==> src/rtl/imem_loader_if.sv <==
// imem_loader_if: byte-stream load port, CPU fetch port and load status of the instruction memory loader.
interface imem_loader_if #(
    parameter int ADDR_W = 4,
    parameter int WORD_W = 16
);
    logic              start;
    logic              byte_valid;
    logic [7:0]        byte_data;
    logic              byte_last;
    logic              byte_ready;
    logic [ADDR_W-1:0] fetch_addr;
    logic [WORD_W-1:0] fetch_instr;
    logic              loading;
    logic              done;
    logic              cpu_hold;
    logic [ADDR_W:0]   word_count;
    logic              err;

    modport master (
        output start, byte_valid, byte_data, byte_last, fetch_addr,
        input  byte_ready, fetch_instr, loading, done, cpu_hold, word_count, err
    );

    modport slave (
        input  start, byte_valid, byte_data, byte_last, fetch_addr,
        output byte_ready, fetch_instr, loading, done, cpu_hold, word_count, err
    );
endinterface

==> src/rtl/imem_loader.sv <==
// imem_loader: assembles a big-endian byte stream into 16-bit words, writes them into a
// small instruction memory and serves registered CPU fetches once the load is done.
module imem_loader #(
    parameter int WORD_W = 16,
    parameter int DEPTH  = 16,
    parameter int ADDR_W = 4
) (
    input logic         clk,
    input logic         reset,
    imem_loader_if.slave bus
);
    typedef enum logic [2:0] {IDLE, LOAD_HI, LOAD_LO, WRITE, DONE} state_t;

    state_t            state, state_nxt;
    logic [ADDR_W-1:0] addr;
    logic [7:0]        hi, lo;
    logic              fin;
    logic [DEPTH-1:0]  valid;
    logic [WORD_W-1:0] mem [DEPTH];
    logic [WORD_W-1:0] fetch_q;
    logic [ADDR_W:0]   count_q;
    logic              err_q, hold_q;
    logic              xfer, restart, last_slot;

    assign bus.byte_ready  = state == LOAD_HI || state == LOAD_LO;
    assign bus.loading     = state == LOAD_HI || state == LOAD_LO || state == WRITE;
    assign bus.done        = state == DONE;
    assign bus.fetch_instr = fetch_q;
    assign bus.word_count  = count_q;
    assign bus.err         = err_q;
    assign bus.cpu_hold    = hold_q;

    assign xfer      = bus.byte_valid && bus.byte_ready;
    assign restart   = bus.start && (state == IDLE || state == DONE);
    assign last_slot = addr == ADDR_W'(DEPTH - 1);

    always_comb begin
        state_nxt = state;
        case (state)
            IDLE, DONE: state_nxt = bus.start ? LOAD_HI : state;
            LOAD_HI:    state_nxt = !bus.byte_valid ? LOAD_HI : bus.byte_last ? WRITE : LOAD_LO;
            LOAD_LO:    state_nxt = bus.byte_valid ? WRITE : LOAD_LO;
            WRITE:      state_nxt = (fin || last_slot) ? DONE : LOAD_HI;
            default:    state_nxt = IDLE;
        endcase
    end

    // hold is released only while DONE persists, so it drops one cycle after DONE
    // is entered and is back up on the same edge that a reload leaves DONE
    always_ff @(posedge clk or posedge reset) begin
        if (reset) begin
            state   <= IDLE;
            addr    <= '0;
            hi      <= '0;
            lo      <= '0;
            fin     <= 1'b0;
            valid   <= '0;
            count_q <= '0;
            err_q   <= 1'b0;
            hold_q  <= 1'b1;
            fetch_q <= '0;
        end else begin
            state   <= state_nxt;
            hold_q  <= !(state == DONE && state_nxt == DONE);
            fetch_q <= (state == DONE && valid[bus.fetch_addr]) ? mem[bus.fetch_addr] : '0;
            if (restart) begin
                addr    <= '0;
                count_q <= '0;
                err_q   <= 1'b0;
                valid   <= '0;
                fin     <= 1'b0;
            end
            if (xfer && state == LOAD_HI) begin
                hi <= bus.byte_data;
                if (bus.byte_last) begin
                    lo    <= 8'h00;
                    err_q <= 1'b1;
                    fin   <= 1'b1;
                end
            end
            if (xfer && state == LOAD_LO) begin
                lo  <= bus.byte_data;
                fin <= bus.byte_last;
            end
            if (state == WRITE) begin
                valid[addr] <= 1'b1;
                count_q     <= count_q + 1'b1;
                if (!(fin || last_slot))
                    addr <= addr + 1'b1;
            end
        end
    end

    always_ff @(posedge clk)
        if (state == WRITE)
            mem[addr] <= {hi, lo};
endmodule

==> src/flat_wrapper.sv <==
// flat-port wrapper written by rule: the top's interface ports become plain ports
module imem_loader_flat 
#(
    parameter int WORD_W = 16,
    parameter int DEPTH  = 16,
    parameter int ADDR_W = 4
)
  (clk, reset, bus_start, bus_byte_valid, bus_byte_data, bus_byte_last, bus_fetch_addr, bus_byte_ready, bus_fetch_instr, bus_loading, bus_done, bus_cpu_hold, bus_word_count, bus_err);
  imem_loader_if #(.ADDR_W(ADDR_W), .WORD_W(WORD_W)) bus_i ();
  input logic clk;
  input logic reset;
  input wire logic [$bits(bus_i.start)-1:0] bus_start;
  input wire logic [$bits(bus_i.byte_valid)-1:0] bus_byte_valid;
  input wire logic [$bits(bus_i.byte_data)-1:0] bus_byte_data;
  input wire logic [$bits(bus_i.byte_last)-1:0] bus_byte_last;
  input wire logic [$bits(bus_i.fetch_addr)-1:0] bus_fetch_addr;
  output wire logic [$bits(bus_i.byte_ready)-1:0] bus_byte_ready;
  output wire logic [$bits(bus_i.fetch_instr)-1:0] bus_fetch_instr;
  output wire logic [$bits(bus_i.loading)-1:0] bus_loading;
  output wire logic [$bits(bus_i.done)-1:0] bus_done;
  output wire logic [$bits(bus_i.cpu_hold)-1:0] bus_cpu_hold;
  output wire logic [$bits(bus_i.word_count)-1:0] bus_word_count;
  output wire logic [$bits(bus_i.err)-1:0] bus_err;
  assign bus_i.start = bus_start;
  assign bus_i.byte_valid = bus_byte_valid;
  assign bus_i.byte_data = bus_byte_data;
  assign bus_i.byte_last = bus_byte_last;
  assign bus_i.fetch_addr = bus_fetch_addr;
  assign bus_byte_ready = bus_i.byte_ready;
  assign bus_fetch_instr = bus_i.fetch_instr;
  assign bus_loading = bus_i.loading;
  assign bus_done = bus_i.done;
  assign bus_cpu_hold = bus_i.cpu_hold;
  assign bus_word_count = bus_i.word_count;
  assign bus_err = bus_i.err;
  imem_loader #(.WORD_W(WORD_W), .DEPTH(DEPTH), .ADDR_W(ADDR_W)) u_core (.clk(clk), .reset(reset), .bus(bus_i));
endmodule
==> config.mk <==
export PLATFORM = sky130hd
export DESIGN_NAME = imem_loader_flat
export DESIGN_NICKNAME = d
export VERILOG_FILES = /design/src/rtl/imem_loader_if.sv /design/src/rtl/imem_loader.sv /design/src/flat_wrapper.sv
export SDC_FILE = /design/constraint.sdc
export NUM_CORES = 1
export LEC_CHECK = 0
export BUFFER_PORTS_ARGS = -buffer_cell sky130_fd_sc_hd__buf_2
export CORE_AREA = 2 2 129 256
export CTS_CLUSTER_DIAMETER = 60
export DETAILED_ROUTE_END_ITERATION = 16
export DIE_AREA = 0 0 131 258
export SLEW_MARGIN = 20
export SYNTH_ARGS = -nofsm -noshare
export SYNTH_HDL_FRONTEND = slang
export SYNTH_SLANG_ARGS = --single-unit
==> constraint.sdc <==
create_clock -name clk -period 3.4 [get_ports clk]
set_input_delay 0.51 -clock clk [delete_from_list [all_inputs] [get_ports clk]]
set_output_delay 0.51 -clock clk [all_outputs]
set_load 0.02 [all_outputs]
==> impl_metrics.ini <==
[sta]
setup_violations = 0
worst_slew_pin_slew_ns = 0.894
grt_setup_unrepaired = no
fmax_ghz = 0.408
skew_ns = 0.0179
maxSlewViolCount = 0
finalHoldViolations = 0
max_slew_margin = 0.401
tns_ns = 0
fin_crit_sh = 0.722
fin_crit_ns = 2.45

[finish]
diodes = 0
area_growth_pct = 15.1
drive_gt1_frac = 0.328
fin_area_um2 = 14000
final_nets = 691
regArea_um2 = 9270
final_cells = 1116
multi_input_comb_area_um2 = 2810
nFillCells = 2731

[placed_design]
dp_hpwl_um = 17600
gp_congestion = 0.759
post-place-cells = 1068
place_area_um2 = 13100
io_buffers = 42

[global_route]
grt_max_degree = 36
met1_usage = 0.208
antenna_found_initial = 0
grt_pass1_wl_um = 42300
grt_busiest_layer = met2
grt_pass1_vias = 6692
track_usage = 0.173
use_met2 = 0.318
grt_overflow = 0
grt_util_met3 = 0.0174

[cts]
clkSinkCount = 319
cts_setup_buffers = 0
clockBufferDepth = 3
cts_resized = 0
h-tree-depth = 1
cts_root_buffer = clkbuf_16
cts_tree = built
clkTransAtPathRegs_ns = 0.07
ctsHoldBuffers = 0
clk_latency_ns = 0.54
cts_inserted_buffers = 26

[power_and_ir_drop]
p_total_mw = 9.49
power_leakage_nw = 5.01
intPower_mw = 7.05
power_frac_clock = 0.330
switching_power_mw = 2.44
p_per_area_nw_per_um2 = 675
p_comb_frac = 0.093
p_seq_frac = 0.577
p_sw_frac = 0.257
ir_drop_mv = 0.551

[drt]
drt_pass1_iterations = 5
via_count = 6170
drtIter0Drc = 480
ant_nets = 0
vias_per_cell = 5.53
totalWireLength_um = 28400
routedWlPerCell_um = 25.5
drc = 0

[worst_setup_path]
critical_path.max_fanout = 14
crit_required_ns = 3.65
crit_top_cell = buf_4
crit_type = register to register
slowest_stage = nor2_2
start_kind = register
end_kind = register
worst_ep_arrival_time_ns = 2.70
crit_chain = and3b_1, buf_4, nand2_1, nor2_2, buf_4
cpPeakStageDelay_ns = 0.69

[floorplan]
die_height_um = 258
ioPinCount = 43
core_um2 = 32000
rows = 93
initial_core_util = 0.382
design.die.area_um2 = 33800
fp.dieW_um = 131

[synthesis]
yosys.area.top_type_share = 0.630
yosys_warnings = 0
synth.most_common_cell = edfxtp_1
synth_edf_count = 256
synth_top_flop_cell = edfxtp_1
synth_nets = 623
synthTopCellsByArea = edfxtp_1 (63%), dfrtp_1 (13%), mux4_2 (12%), a22oi_1 (2.3%), a21o_1 (1.0%)
synthesis.area_um2 = 12200
synth_common_cells = edfxtp_1 (256), mux4_2 (66), dfrtp_1 (62)
synth-async-reset-ratio = 0.197
ys_seq_area_frac = 0.759
synth_area_leader_cell = edfxtp_1
ys_ff_latch = 319
syn_inst = 601
ys_types = 40
postSynthAreaPerCell_um2 = 20.3

[worst_hold_path]
hp-class = input port to asynchronous set/reset pin

[job]
drv_cap = 0

[outcome]
status = finished, final reports clean
-- power groups by stage --
stage / sequential (mW) / combinational, mW / clock (mW)
global route: 5.53 / 0.967 / 3.33
global placement: 5.50 / 0.868 / 0
CTS: 5.46 / 0.897 / 3.19
finish: 5.47 / 0.885 / 3.13
floorplan: 5.34 / 0.606 / 0
detailed placement: 5.55 / 0.893 / 0
-- cells by family after synthesis --
kind of cell	count (synthesis)	share of synthesized area
compound gates	93	0.0601
fa+ha+maj	5	0.00512
buf+inv	39	0.0154
flops	319	0.759
mux	79	0.133
simple gates	66	0.0274
-- placed cells by master, fill, tap and decap left out, types with 10 or more instances in the layout --
cell	netlist	final
dfrtp_1	62	62
buf_4	2	27
a22o_1	10	10
nor2_2	0	12
buf_2	8	41
nand2_1	14	14
a21o_1	17	17
a22oi_2	10	10
a22oi_1	38	38
clkbuf_16	0	30
mux4_2	66	66
edfxtp_1	256	256
-- through the flow --
step / hold WS (ns) / worst slack (ns) / utilization
finish: 0.133 / 0.947 / 0.439
global route: 0.185 / 0.818 / 0.439
CTS: 0.132 / 0.887 / 0.439
detailed placement: 0.469 / 0.896 / 0.411
global placement: 0.454 / 1.02 / 0.411
floorplan: 0.444 / 0.778 / -
-- final timing paths --
kind | slack (ns) | cells past startpoint | to | start
worst max-delay path | 0.95 | 5 | u_core.mem[6][3]$_DFFE_PP_ | u_core.state[2]$_DFF_PP0_
worst min-delay path | 0.13 | 2 | u_core.lo[2]$_DFFE_PP0P_ | reset
worst max register to register | 0.95 | 5 | u_core.mem[6][3]$_DFFE_PP_ | u_core.state[2]$_DFF_PP0_
worst min register to register | 0.48 | 1 | u_core.valid[2]$_DFF_PP0_ | u_core.valid[2]$_DFF_PP0_
max in group asynchronous | 2.53 | 3 | u_core.bus.cpu_hold$_DFF_PP1_ | reset
min in group clk | 0.22 | 2 | u_core.lo[2]$_DFFE_PP0P_ | bus_byte_data[2]
-- flip-flops by register name, indices dropped and copies added, names as in the netlist --
name,cells
u_core.mem,256
u_core.bus.fetch_instr,16
u_core.valid,16
u_core.hi,8
u_core.lo,8
u_core.bus.word_count,5
u_core.addr,4
u_core.state,3
u_core.bus.cpu_hold,1
u_core.bus.err,1
u_core.fin,1
-- routing by layer --
metal	wire length, µm	part of all wire	up-vias
met2	16000	0.56	193
li1	-	-	2595
met4	771	0.027	0
met1	10400	0.37	3337
met5	0	0	-
met3	1270	0.045	45
-- layout make-up --
cell class,instances,area share
clock buffer,34,0.0566
clock inverter,14,0.00837
inverter,6,0.00160
multi-input combinational,243,0.200
sequential,319,0.659
tap,427,0.0380
timing repair buffer,73,0.0362
-- critical path: cells and delay by family, from the launching register on --
| kind | cells | cell delay, ns |
|---|---|---|
| buf+inv | 2 | 0.53 |
| flops | 1 | 0.49 |
| simple gates | 3 | 1.14 |
(Power assumes the default switching activity.)
